--- src/rtl/eth_tx_arbiter.sv ---
// Round-robin GMII transmit arbiter: grants one source per frame, forwards
// its bytes with one cycle of latency, enforces the inter-frame gap and
// aborts (tx_er marker + drain) on source underrun or oversize frames.
module eth_tx_arbiter #(
    parameter int N_SRC           = 4,
    parameter int IFG_CYCLES      = 12,
    parameter int MAX_FRAME_BYTES = 1526
) (
    input  logic               clk,
    input  logic               rst,
    input  logic [N_SRC-1:0]   src_valid,
    input  logic [8*N_SRC-1:0] src_data,
    input  logic [N_SRC-1:0]   src_last,
    output logic [N_SRC-1:0]   src_ready,
    output logic [7:0]         gmii_data_out,
    output logic               gmii_tx_en,
    output logic               gmii_tx_er,
    output logic [N_SRC-1:0]   grant,
    output logic               busy,
    output logic               frame_done,
    output logic               frame_err
);

    localparam int IDX_W = $clog2(N_SRC);
    localparam int IFG_W = $clog2(IFG_CYCLES + 1);
    localparam logic [IFG_W-1:0] IFG_LAST  = IFG_W'(IFG_CYCLES - 2);
    localparam logic [15:0]      MAX_CNT   = 16'(MAX_FRAME_BYTES);
    localparam logic [IDX_W-1:0] LAST_IDX  = IDX_W'(N_SRC - 1);

    typedef enum logic [1:0] {S_IDLE, S_XFER, S_DRAIN, S_IFG} state_t;

    state_t             r_state, w_state_nxt;
    logic [IDX_W-1:0]   r_gidx, w_gidx_nxt;
    logic [IDX_W-1:0]   r_rr_ptr, w_rr_nxt;
    logic [15:0]        r_byte_cnt, w_cnt_nxt;
    logic [IFG_W-1:0]   r_ifg_cnt, w_ifg_nxt;
    logic [N_SRC-1:0]   r_grant, w_grant_nxt;
    logic [7:0]         r_data, w_data_nxt;
    logic               r_tx_en, w_en_nxt;
    logic               r_tx_er, w_er_nxt;
    logic               r_done, w_done_nxt;
    logic               r_err, w_err_nxt;

    logic [IDX_W:0]     w_pick;
    logic               w_sel_valid;
    logic               w_sel_last;
    logic [7:0]         w_sel_data;

    // First requester at or after ptr, wrapping; MSB of result flags a hit.
    function automatic logic [IDX_W:0] rr_pick(input logic [N_SRC-1:0] req,
                                               input logic [IDX_W-1:0] ptr);
        logic [IDX_W:0] res;
        int             cand;
        res = '0;
        for (int k = N_SRC - 1; k >= 0; k--) begin
            cand = int'(ptr) + k;
            if (cand >= N_SRC) cand = cand - N_SRC;
            if (req[cand]) res = {1'b1, IDX_W'(cand)};
        end
        return res;
    endfunction

    assign w_pick      = rr_pick(src_valid, r_rr_ptr);
    assign w_sel_valid = src_valid[r_gidx];
    assign w_sel_last  = src_last[r_gidx];
    assign w_sel_data  = src_data[8*r_gidx +: 8];

    assign gmii_data_out = r_data;
    assign gmii_tx_en    = r_tx_en;
    assign gmii_tx_er    = r_tx_er;
    assign grant         = r_grant;
    assign frame_done    = r_done;
    assign frame_err     = r_err;
    assign busy          = (r_state != S_IDLE);

    // State register and registered GMII/status outputs.
    always_ff @(posedge clk) begin
        if (rst) begin
            r_state    <= S_IDLE;
            r_gidx     <= '0;
            r_rr_ptr   <= '0;
            r_byte_cnt <= '0;
            r_ifg_cnt  <= '0;
            r_grant    <= '0;
            r_data     <= '0;
            r_tx_en    <= 1'b0;
            r_tx_er    <= 1'b0;
            r_done     <= 1'b0;
            r_err      <= 1'b0;
        end else begin
            r_state    <= w_state_nxt;
            r_gidx     <= w_gidx_nxt;
            r_rr_ptr   <= w_rr_nxt;
            r_byte_cnt <= w_cnt_nxt;
            r_ifg_cnt  <= w_ifg_nxt;
            r_grant    <= w_grant_nxt;
            r_data     <= w_data_nxt;
            r_tx_en    <= w_en_nxt;
            r_tx_er    <= w_er_nxt;
            r_done     <= w_done_nxt;
            r_err      <= w_err_nxt;
        end
    end

    // Next-state, handshake and next-output decode.
    always_comb begin
        w_state_nxt = r_state;
        w_gidx_nxt  = r_gidx;
        w_rr_nxt    = r_rr_ptr;
        w_cnt_nxt   = r_byte_cnt;
        w_ifg_nxt   = r_ifg_cnt;
        w_grant_nxt = r_grant;
        w_data_nxt  = 8'h00;
        w_en_nxt    = 1'b0;
        w_er_nxt    = 1'b0;
        w_done_nxt  = 1'b0;
        w_err_nxt   = 1'b0;
        src_ready   = '0;

        case (r_state)
            S_IDLE: begin
                if (w_pick[IDX_W]) begin
                    w_gidx_nxt  = w_pick[IDX_W-1:0];
                    w_grant_nxt = N_SRC'(1) << w_pick[IDX_W-1:0];
                    w_cnt_nxt   = '0;
                    w_state_nxt = S_XFER;
                end
            end

            S_XFER: begin
                src_ready[r_gidx] = 1'b1;
                if (!w_sel_valid) begin
                    // Underrun: emit the abort marker, discard the rest.
                    w_en_nxt    = 1'b1;
                    w_er_nxt    = 1'b1;
                    w_state_nxt = S_DRAIN;
                end else if (r_byte_cnt == MAX_CNT) begin
                    // Oversize: this byte is dropped and replaced by the marker.
                    // If it was the final byte there is nothing left to drain.
                    w_en_nxt = 1'b1;
                    w_er_nxt = 1'b1;
                    if (w_sel_last) begin
                        w_err_nxt   = 1'b1;
                        w_state_nxt = S_IFG;
                        w_grant_nxt = '0;
                        w_ifg_nxt   = '0;
                        w_rr_nxt    = (r_gidx == LAST_IDX) ? '0 : r_gidx + 1'b1;
                    end else begin
                        w_state_nxt = S_DRAIN;
                    end
                end else if (w_sel_last) begin
                    w_en_nxt    = 1'b1;
                    w_data_nxt  = w_sel_data;
                    w_done_nxt  = 1'b1;
                    w_state_nxt = S_IFG;
                    w_grant_nxt = '0;
                    w_ifg_nxt   = '0;
                    w_rr_nxt    = (r_gidx == LAST_IDX) ? '0 : r_gidx + 1'b1;
                end else begin
                    w_en_nxt   = 1'b1;
                    w_data_nxt = w_sel_data;
                    w_cnt_nxt  = r_byte_cnt + 16'd1;
                end
            end

            S_DRAIN: begin
                src_ready[r_gidx] = 1'b1;
                if (w_sel_valid && w_sel_last) begin
                    w_err_nxt   = 1'b1;
                    w_state_nxt = S_IFG;
                    w_grant_nxt = '0;
                    w_ifg_nxt   = '0;
                    w_rr_nxt    = (r_gidx == LAST_IDX) ? '0 : r_gidx + 1'b1;
                end
            end

            S_IFG: begin
                // IFG_CYCLES-1 cycles here plus the IDLE and first XFER cycles
                // give exactly IFG_CYCLES idle cycles on the wire.
                if (r_ifg_cnt == IFG_LAST) begin
                    w_ifg_nxt   = '0;
                    w_state_nxt = S_IDLE;
                end else begin
                    w_ifg_nxt = r_ifg_cnt + 1'b1;
                end
            end

            default: w_state_nxt = S_IDLE;
        endcase
    end

endmodule
--- config.mk ---
export PLATFORM = sky130hd
export DESIGN_NAME = eth_tx_arbiter
export DESIGN_NICKNAME = d
export VERILOG_FILES = /design/src/rtl/eth_tx_arbiter.sv
export SDC_FILE = /design/constraint.sdc
export NUM_CORES = 1
export LEC_CHECK = 0
export CORE_MARGIN = 2
export CORE_UTILIZATION = 49
export CTS_CLUSTER_SIZE = 12
export DETAILED_ROUTE_END_ITERATION = 12
export HOLD_SLACK_MARGIN = 0.06
export PLACE_DENSITY_LB_ADDON = 0.05
export SETUP_SLACK_MARGIN = 0.4
export SLEW_MARGIN = 20
export SYNTH_ARGS = -nofsm -noshare
export SYNTH_HDL_FRONTEND = slang
export SYNTH_SLANG_ARGS = --single-unit
--- constraint.sdc ---
create_clock -name clk -period 2.76 [get_ports clk]
set_clock_uncertainty 0.1 [all_clocks]
set_input_delay 0.414 -clock clk [delete_from_list [all_inputs] [get_ports clk]]
set_output_delay 0.414 -clock clk [all_outputs]
set_load 0.1 [all_outputs]
# ---- Word-level counts from Yosys, hierarchy flattened
# Index checks and enable logic that the tools add are counted.
# Widths: inputs -> output; s select.
dict set report op_classes {
  order_cmp 10
  div 0
  add_sub_neg 10
  mul 0
  n_eq_ne 14
  n_reduce_logical 17
  bitwise 2
  mux 60
  shifts 2
}
# op n
set op_table {}
lappend op_table {{$lt 32x4->1 const B} 4}
lappend op_table {{$mux 32} 4}
lappend op_table {{$mux 16} 4}
lappend op_table {{$pmux 16 s2} 1}
lappend op_table {{$shiftx 32x6->8} 1}
lappend op_table {{$mux 4} 6}
lappend op_table {{$pmux 4 s3} 2}
lappend op_table {{$mux 2} 10}
lappend op_table {{$mux 1} 19}
lappend op_table {{$add 16x1->16 const B} 1}
lappend op_table {{$eq 16x11->1 const B} 1}
lappend op_table {{$ne 2x2->1 const B} 7}
lappend op_table {{$bmux 1 s2} 6}
lappend op_table {{$mux 3} 4}
lappend op_table {{$reduce_and 4->1} 3}
lappend op_table {{$sub 3x3->4 const B} 3}
lappend op_table {{$reduce_and 5->1} 2}
lappend op_table {{$ge 3x3->1 const B} 3}
lappend op_table {{$pmux 2 s4} 1}
lappend op_table {{$add 2x2->3 const B} 2}
lappend op_table {{$eq 2x2->1 const B} 3}
lappend op_table {{$reduce_bool 2->1} 3}
lappend op_table {{$reduce_bool 3->1} 2}
lappend op_table {{$add 4x1->4 const B} 1}
lappend op_table {{19 further kinds} 22}
dict set report totals {
  ramBits 0
  romBits 0
  output_inout_bits 21
  latch_bits 0
  reg_bits 42
  inputBits 42
  n_memories 0
  wordCells 126
}

# ---- Longest topological paths before layout
dict set report depth {
  word_depth 13
  ltp_mapped 8
  depth_no_buf 7
}

# ---- Worst setup path after synthesis
# OpenSTA, ideal clock, no wires.
dict set report synth_path {
  kind {register to register}
  startpoint {register r_state[0]}
  endpoint {register r_byte_cnt[6]}
  setup_time_ns 0.070
  stages_incl_launch_ff 8
  arrival_time_ns 2.386
  synth_period_minus_slack_ns 2.556
  slack_ns 0.204
  required_ns 2.590
  path_cell_list {dfxtp_1 inv_1 ha_1 inv_1 nor2_1 or3_1 or3_1 a21oi_1}
}
dict set report synth_via {
  elab_chain_cells 3
  word_cells_on_any_way 9
  cone_classes {eq/ne (5); mux (1); reduce/logical (3)}
}
# element line_no
set synth_rtl {}
lappend synth_rtl {{start: declaration} 32} ;# state_t r_state, w_state_nxt;
lappend synth_rtl {{start signal: assignment} 91} ;# r_state <= w_state_nxt;
lappend synth_rtl {{$eq 2x1->1 or $logic_not 2->1 (tied branches)} 120} ;# case (r_state)
lappend synth_rtl {{$ne 2x2->1 (no line) or $reduce_bool 2->1 (tied branches)} -}
lappend synth_rtl {{$reduce_and 5->1 (no line)} -}
lappend synth_rtl {{end signal: assignment} 94} ;# r_byte_cnt <= w_cnt_nxt;
lappend synth_rtl {{end: declaration} 35} ;# logic [15:0] r_byte_cnt, w_cnt_nxt;
# Several ways; a longest one is shown, not always the timed one.
# A chain may end at the register's enable or synchronous reset.

# ---- Worst setup path after layout
dict set report layout_path {
  startpoint {input port src_last[3]}
  endpoint {register r_byte_cnt[15]}
}
dict set report layout_via {
  elab_chain_cells 4
}
# element line_no
set layout_rtl {}
lappend layout_rtl {{start: declaration} 13} ;# input logic [N_SRC-1:0] src_last,
lappend layout_rtl {{$bmux 1 s2} 65} ;# assign w_sel_last = src_last[r_gidx];
lappend layout_rtl {{$mux 1 (not written as such)} 65}
lappend layout_rtl {{$ne 2x2->1 (no line)} -}
lappend layout_rtl {{$reduce_and 5->1 (no line)} -}
# Every way passes these cells. The select of a mux whose other input is x is not followed.

==> results by group <==
Clocking
  • CTS Sinks: 42
  • Clock Path Buffers: 2
  • Cts bufs inserted: 5
  • H-tree Lvls: 2
  • CTS tree: built
  • Hold buffers post-CTS: 0
  • Clk_lat worst skew: 300 ps
  • Clock root buffer master: clkbuf_8
  • Clock-pin slew on the worst setup and hold paths: 80 ps

Hold path
  • Min-delay worst type: flip-flop to flip-flop
  • HP Start: grant[3]

Synth
  • Gate Count Post-Synth: 259
  • Net Count, Synth: 314
  • FF+latch count, synth: 42
  • Avg Cell Area, Syn: 9.20 µm²
  • Async S/R FF share, synth: 0
  • Most common library cells after synthesis: dfxtp_1, a21oi_1, o21ai_0
  • Area share of the largest cell type after synthesis: 0.353
  • Prevailing post-synth register cell: dfxtp_1
  • Synthesis Warnings: 0
  • Seq/Total Area, Yosys: 0.353
  • Count leader, synth: dfxtp_1
  • EDFF count, synth: 0
  • Largest cells by area after synthesis: dfxtp_1, mux4_2, ha_1
  • Synth cell types: 45
  • Synthesized area: 2380 µm²
  • Area leader, netlist: dfxtp_1

Global route
  • First-pass GRT wire length: 9450 µm
  • Total grt overflow: 0
  • Largest net degree at the start of global routing: 20
  • Vias in the first global route: 2078
  • Global Route Usage Sum: 0.225
  • Initial antenna violation count: 0

Outcome
  • Outcome: finished, final reports clean

STA
  • Tmin final: 2300 ps
  • Max Slew Vio Count: 0
  • TNS Setup: 0 ps
  • Max Clk Rate: 0.436 GHz
  • Final setup viols: 0
  • Final worst path period share: 0.832
  • Hold Fails Final Rpt: 0
  • Slew HR: 0.702
  • Slew @ Worst Pin: 443 ps
  • RSZ-0062 raised after global routing: false

Cells and area
  • Diodes inserted: 0
  • Final #Nets: 388
  • Final Cell Area: 3210 µm²
  • Fill cells: 396
  • Share of layout cells above drive strength 1: 0.189
  • Non-Filler Instances: 388
  • Core Util, Final: 0.684
  • Layout Area Growth over Synthesis: 34.8%

Worst setup path
  • Buf+Inv Stages, Crit Path: 1
  • Kind of cell adding the most delay to the critical path: simple AND/OR/NAND/NOR gates
  • Max Fanout on Critical Path: 14
  • Slowest-stage cell, CP: mux4_2
  • Crit path launch type: primary input
  • Worst setup path start: src_last[3]
  • Worst reg2reg startpoint: r_state[1]
  • Cell Chain, Critical Path: clkdlybuf4s50_1 -> mux4_2 -> nor2_4 -> a31oi_4 -> or4_1 -> a21oi_1
  • Critical Path RT: 2880 ps
  • Arr. time, crit path: 2420 ps
  • CP max stage delay: 560 ps
  • Crit path capture type: flip-flop
  • Crit Path Class: primary input to flip-flop

Power and ir drop
  • Peak VDD IR: 965 µV
  • Leakage: 1.23 nW
  • Total Power Consumption: 2.64 mW
  • P per Cell Area: 823 nW/µm²

Floorplanning
  • Die height: 73.7 µm
  • I/O pin count: 63
  • Die outline width: 73.7 µm
  • Starting Density: 0.508
  • Core ar.: 4690 µm²
  • Overall die area: 5440 µm²
  • Site row count: 25

Routing
  • Vias: 2255
  • DRC viols: 0
  • ANT nets after route: 0
  • Via/cell ratio: 5.81
  • Drt first pass iters: 4
  • Routed len/inst: 15.2 µm
  • 1st-iter DRT viols: 71
  • DRT Wirelength: 5900 µm

Placed design
  • Inst Count DP: 376
  • Number of port buffers: 62
  • Post-DP HPWL: 4470 µm
  • DP Area: 3090 µm²
  • GPL Wtd Cong: 0.853

Job
  • Max-Cap Viols: 0
[cell type report]
type / count / area [µm²] / area share
multi-input cells: 194 / 1460 / 0.455
well taps: 54 / 67.6 / 0.0210
clock inverters: 1 / 5.00 / 0.00156
repair buffers: 75 / 691 / 0.215
clock buffers: 7 / 86.3 / 0.0269
inverters: 15 / 60.1 / 0.0187
flip-flops and latches: 42 / 841 / 0.262
[worst paths after layout]
path | endpoint | slack [ps] | cells after the start
min | grant[3] | 380 | 2
max | r_byte_cnt[15] | 460 | 6
max reg2reg | r_ifg_cnt[2] | 560 | 6
min reg2reg | grant[3] | 380 | 2
[layout by cell type (no fill, tap or decap), types with 8 or more instances in the layout]
master	instances
ha_1	13
o21ai_0	18
mux4_2	9
a21oi_1	23
dfxtp_1	42
and3_1	10
or3_1	14
nand2_1	12
buf_4	32
nor2_1	8
clkdlybuf4s50_1	41
nand4_1	11
nand2b_1	9
inv_1	14
[sequential cells by signal, summed over array words and instances, names as in the netlist]
name,flops
gmii_tx_er,1
r_byte_cnt,16
r_rr_ptr,2
r_gidx,2
r_ifg_cnt,4
frame_done,1
gmii_tx_en,1
grant,4
r_state,2
gmii_data_out,8
frame_err,1
[what timing repair did]
action | 4_1_cts | 5_1_grt
endpoints found under the setup margin | 0 | 5
gates resized for setup | 0 | 1
setup buffers | 0 | 4
endpoints found under the hold margin | 0 | 0
[power breakdown]
part           internal (mW)  leakage (nW)  switching [mW]
logic                  0.513         0.845           0.993
clock network          0.202        0.0482           0.210
registers              0.675         0.340          0.0481
total                   1.39          1.23            1.25
[worst register-to-register path: cells and delay by family (launching register included)]
| kind | cells | cell delay (ps) |
|---|---|---|
| adders and majority gates | 1 | 290 |
| DFF | 1 | 380 |
| buffers and inverters | 1 | 110 |
| and+or+nand+nor | 2 | 850 |
| AOI/OAI and AO/OA | 2 | 400 |
[cell families after synthesis]
kind of cell	count (synthesis)	share of synthesized area
AOI/OAI and AO/OA	63	0.166
adders and majority gates	13	0.0683
buffers and inverters	23	0.0368
and+or+nand+nor	103	0.258
muxes	15	0.118
DFF	42	0.353
[per-stage QoR]
| step | hold WS [ps] | setup WS [ps] |
|---|---|---|
| after global placement | 371 | 219 |
| after global routing | 408 | 407 |
| after detailed placement | 364 | 165 |
| final | 380 | 465 |
| after floorplan | 352 | 408 |
| after CTS | 388 | 445 |
[routing by layer]
| metal | wire, µm | vias to the layer above | track usage |
|---|---|---|---|
| li1 | - | 1120 | - |
| met1 | 2590 | 1066 | 0.289 |
| met2 | 2890 | 57 | 0.364 |
| met3 | 304 | 12 | 0.0700 |
| met4 | 112 | 0 | 0.0626 |
| met5 | 0 | - | 0 |
(Power assumes the default switching activity.)
